File: src/rtl/reg16_reader_pkg.sv
// Shared types and helpers for the 16-bit register byte reader.
package reg16_reader_pkg;

    localparam int WORD_W = 16;
    localparam int BYTE_W = 8;

    typedef enum logic [1:0] {
        IDLE   = 2'd0,
        FIRST  = 2'd1,
        SECOND = 2'd2
    } state_t;

    // idx=0 selects bits 7:0, idx=1 selects bits 15:8
    function automatic logic [BYTE_W-1:0] byte_sel(input logic [WORD_W-1:0] w, input logic idx);
        return idx ? w[15:8] : w[7:0];
    endfunction

endpackage

File: src/rtl/register_16b_byte_reader.sv
// Serializes a 16-bit word onto an 8-bit valid/ready bus as two bytes, no bubble between words.
// Optional even-parity output enabled by defining REG16_BYTE_READER_PARITY_EN.
module register_16b_byte_reader
    import reg16_reader_pkg::*;
#(
    parameter bit HIGH_FIRST = 1'b0
) (
    input  logic              clock,
    input  logic              clear,
    input  logic              clock_enable,
    input  logic [WORD_W-1:0] word_in,
    input  logic              word_valid,
    output logic              word_ready,
    output logic [BYTE_W-1:0] byte_out,
    output logic              byte_valid,
    input  logic              byte_ready,
    output logic              byte_last,
    output logic              busy
`ifdef REG16_BYTE_READER_PARITY_EN
    ,
    output logic              byte_parity
`endif
);

    state_t            state_q;
    state_t            state_d;
    logic [WORD_W-1:0] hold_q;
    logic [BYTE_W-1:0] byte_q;
    logic [BYTE_W-1:0] byte_d;
    logic              accept;
    logic              emit;

    assign accept = clock_enable & word_valid & word_ready;
    assign emit   = clock_enable & byte_valid & byte_ready;

    always_ff @(posedge clock or posedge clear) begin
        if (clear) begin
            state_q <= IDLE;
        end else begin
            state_q <= state_d;
        end
    end

    always_comb begin
        state_d = state_q;
        case (state_q)
            IDLE:    if (accept) state_d = FIRST;
            FIRST:   if (emit)   state_d = SECOND;
            SECOND:  if (emit)   state_d = accept ? FIRST : IDLE;
            default: state_d = IDLE;
        endcase
    end

    // byte_ready -> word_ready in SECOND is the only combinational path through the block
    always_comb begin
        byte_valid = (state_q == FIRST) || (state_q == SECOND);
        byte_last  = (state_q == SECOND);
        busy       = (state_q != IDLE);
        word_ready = 1'b0;
        if (state_q == IDLE) begin
            word_ready = 1'b1;
        end else if (state_q == SECOND) begin
            word_ready = byte_ready;
        end
    end

    always_comb begin
        byte_d = byte_q;
        if (accept) begin
            byte_d = byte_sel(word_in, HIGH_FIRST);
        end else if (emit && (state_q == FIRST)) begin
            byte_d = byte_sel(hold_q, ~HIGH_FIRST);
        end else if (emit) begin
            byte_d = '0;
        end
    end

    always_ff @(posedge clock or posedge clear) begin
        if (clear) begin
            hold_q <= '0;
            byte_q <= '0;
        end else if (clock_enable) begin
            if (accept) begin
                hold_q <= word_in;
            end
            byte_q <= byte_d;
        end
    end

    assign byte_out = byte_q;

`ifdef REG16_BYTE_READER_PARITY_EN
    logic parity_q;

    always_ff @(posedge clock or posedge clear) begin
        if (clear) begin
            parity_q <= 1'b0;
        end else if (clock_enable) begin
            parity_q <= ^byte_d;
        end
    end

    assign byte_parity = parity_q;
`endif

endmodule

File: config.mk
export PLATFORM = sky130hd
export DESIGN_NAME = register_16b_byte_reader
export DESIGN_NICKNAME = d
export VERILOG_FILES = /design/src/rtl/reg16_reader_pkg.sv /design/src/rtl/register_16b_byte_reader.sv
export SDC_FILE = /design/constraint.sdc
export NUM_CORES = 1
export LEC_CHECK = 0
export BUFFER_PORTS_ARGS = -buffer_cell sky130_fd_sc_hd__buf_2
export CAP_MARGIN = 10
export CORE_MARGIN = 4
export CORE_UTILIZATION = 50
export CTS_CLUSTER_DIAMETER = 30
export DETAILED_ROUTE_END_ITERATION = 10
export PLACE_DENSITY = 0.85
export SLEW_MARGIN = 30
export SYNTH_ARGS = -nofsm -noshare
export SYNTH_HDL_FRONTEND = slang
export SYNTH_SLANG_ARGS = --single-unit
File: constraint.sdc
create_clock -name clock -period 2.4 [get_ports clock]
set_input_delay 0.48 -clock clock [delete_from_list [all_inputs] [get_ports clock]]
set_output_delay 0.48 -clock clock [all_outputs]
set_load 0.01 [all_outputs]
==> reports/results.txt <==
Final nets - 141
GRT Overall Usage - 15.07%
slowest stage cell, crit path - dfrtp_1
placed insts - 137
worst vdd ir - 0.7971 mV
antenna violations before repair - 0
final core utilization - 62.69%
DPL Wire Length - 1.479 mm
Critical Path Start Type - register
worst relative slew slack - 54.52%
crit path capture type - output port
crit path max fanout - 5
Residual DRC - 0
RR Endpoint - state_q[1]$_DFFE_PP0P_
Worst Path Arrival - 1.46 ns
Starting DRT DRC Count - 10
number of flops mapped to enable cells by yosys - 0
Global Route met2 Usage - 25.41%
row cnt - 16
worst slew pin tran - 0.6815 ns
PD cells - 1229 nW/um^2
Tmin final - 1.940 ns
met1 Usage GRT - 18.25%
ranking of synthesized cells by area - dfrtp_1 (44%), mux2_4 (18%), mux2i_1 (7.9%), mux2_2 (6.6%), ha_1 (6.1%)
fmax - 515.6 MHz
largest net degree at the start of global routing - 19
#FFs+latches synth - 18
port buffer count - 32
critical setup path kind - register to output port
Clock Sinks - 18
Layout area overhead - 19.39%
slowest stage delay, CP - 0.45 ns
final worst path period share - 80.82%
clock tree from TritonCTS - built
met3 Resource Use GR - 3.380%
Routed WL per cell - 13.46 um
slack of the critical path - 0.4604 ns
share of layout cells above drive strength 1 - 50.44%
Fillers - 167
sequential share of the synthesized area - 44.17%
post-synth top area share - 44.17%
Synth area leader - dfrtp_1
Leak - 0.6503 nW
Avg Cell Area, Syn - 12.75 um^2
Die Wd - 53.16 um
clk_lat worst skew - 0.28 ns
Core ar. - 1942 um^2
Ant. Diodes - 0
post-synth cell types - 16
routed vias - 688
critical path, cell by cell - inv_1 -> ha_1 -> a21o_2 -> buf_2
drt pass-1 iters - 3
Longest Clk Path Bufs - 2
Setup crit start - state_q[0]$_DFFE_PP0P_
syn nets - 106
die area - 2826 um^2
Cell Area, Synth - 1020 um^2
Num CTS Buffers - 3
Post-CTS Hold Buffers - 0
worst flop-to-flop path startpoint - state_q[0]$_DFFE_PP0P_
Max Cap Viol - 0
clock transition at the registers of the reported paths - 0.09 ns
footprint of the multi-input gates - 498.0 um^2
cts repair resizes - 0
postcts setup bufs - 0
total congestion overflow - 0
total power - 0.001496 W
Bufs and invs on worst path - 2
CP top delay family - flip-flops
ANT nets after route - 0
clock root cell - clkbuf_4
Setup WS pre-CTS - 0.6238 ns
Die Height - 53.16 um
Gate Count Post-Synth - 80
final hold violation count - 0
Syn. warnings - 0
Worst Skew - 0.001518 ns
final setup TNS - 0 ns
Async S/R FF share, synth - 100.0%
Critical Path Stages - 4
number of vias per cell - 4.914
final wirelength - 1.884 mm
Required @ worst endpoint - 1.92 ns
HP Class - primary input to async pin
Starting Density - 52.51%
register area - 450.4 um^2
Slew Viols, Final - 0
Top FF cell, synth - dfrtp_1
number of global-route vias before repair - 716
RSZ-0062 raised after global routing - false
Finished Layout Cells - 140
Placer Congestion - 0.8396
FF-to-FF path depth - 6
status - complete, no violations
H-tree depth - 1
reg2reg setup slack - 0.59 ns
Final setup viols - 0
Worst Setup EP - word_ready
first-pass GRT wire length - 3.077 mm
layer with the highest usage - met2
Ports - 33
==> layer usage <==
metal	part of all wire (%)	wire, um	vias up
met2	50	949	19
met4	1.0	19	0
li1	-	-	334
met1	44	821	333
met3	5.0	94	2
met5	0	0	-
==> state kept, by name, indices dropped and copies added, names as in the netlist <==
signal	cells
byte_out	8
state_q	2
hold_q	8
==> how the worst min path moves through the flow <==
stage	startpoint	endpoint	slack, ns
5_1_grt	clear	byte_out[6]$_DFFE_PP0P_	0.34
4_1_cts	clear	byte_out[6]$_DFFE_PP0P_	0.31
3_5_place_dp	hold_q[10]$_DFFE_PP0P_	hold_q[10]$_DFFE_PP0P_	0.50
3_3_place_gp	hold_q[12]$_DFFE_PP0P_	hold_q[12]$_DFFE_PP0P_	0.49
2_1_floorplan	clear	byte_out[0]$_DFFE_PP0P_	0.42
6_report	clear	byte_out[6]$_DFFE_PP0P_	0.28
==> through the flow <==
step,hold slack (ns),cell area (um^2)
floorplan,0.4186,1020
global placement,0.4895,1195
detailed placement,0.4959,1195
CTS,0.3097,1217
global route,0.3395,1217
finish,0.2819,1217
==> cell usage in the layout (no fill, tap or decap), drive strengths merged <==
cell type  Yosys  routed
a2bb2oi        1       1
and3           1       1
a21o           1       1
clkbuf         0       3
inv           12      12
a21oi          1       1
nand4          1       1
buf            3      33
dfrtp         18      18
nand3          1       1
ha             5       5
nor2           1       1
nand2          9       9
mux2i          8       8
mux2          18      18
==> cell type report <==
class,instances,area share [%]
Clock buffer,3,1.850
Inverter,12,3.700
Multi-Input combinational cell,47,40.90
Sequential cell,18,37.00
Tap cell,27,2.775
Timing Repair Buffer,33,13.77
==> cell usage after synthesis (2+ instances only) <==
| master | n |
|---|---|
| inv_1 | 12 |
| nand2_1 | 9 |
| mux2i_1 | 8 |
| buf_6 | 2 |
| dfrtp_1 | 18 |
| mux2_4 | 12 |
| ha_1 | 5 |
| mux2_2 | 6 |
==> kinds of logic after synthesis <==
logic type / share of synthesized area (%)
flops: 44.17
fa+ha+maj: 6.135
simple gates: 6.626
buf+inv: 6.993
mux: 32.15
compound gates: 3.927
==> report_power, final <==
group          leakage [nW]  internal [W]  switching (W)
clock network        0.0138     0.0000582      0.0000840
logic                 0.417      0.000455       0.000358
registers             0.219      0.000452      0.0000882
Note: power is estimated with default switching activity, not from simulation.
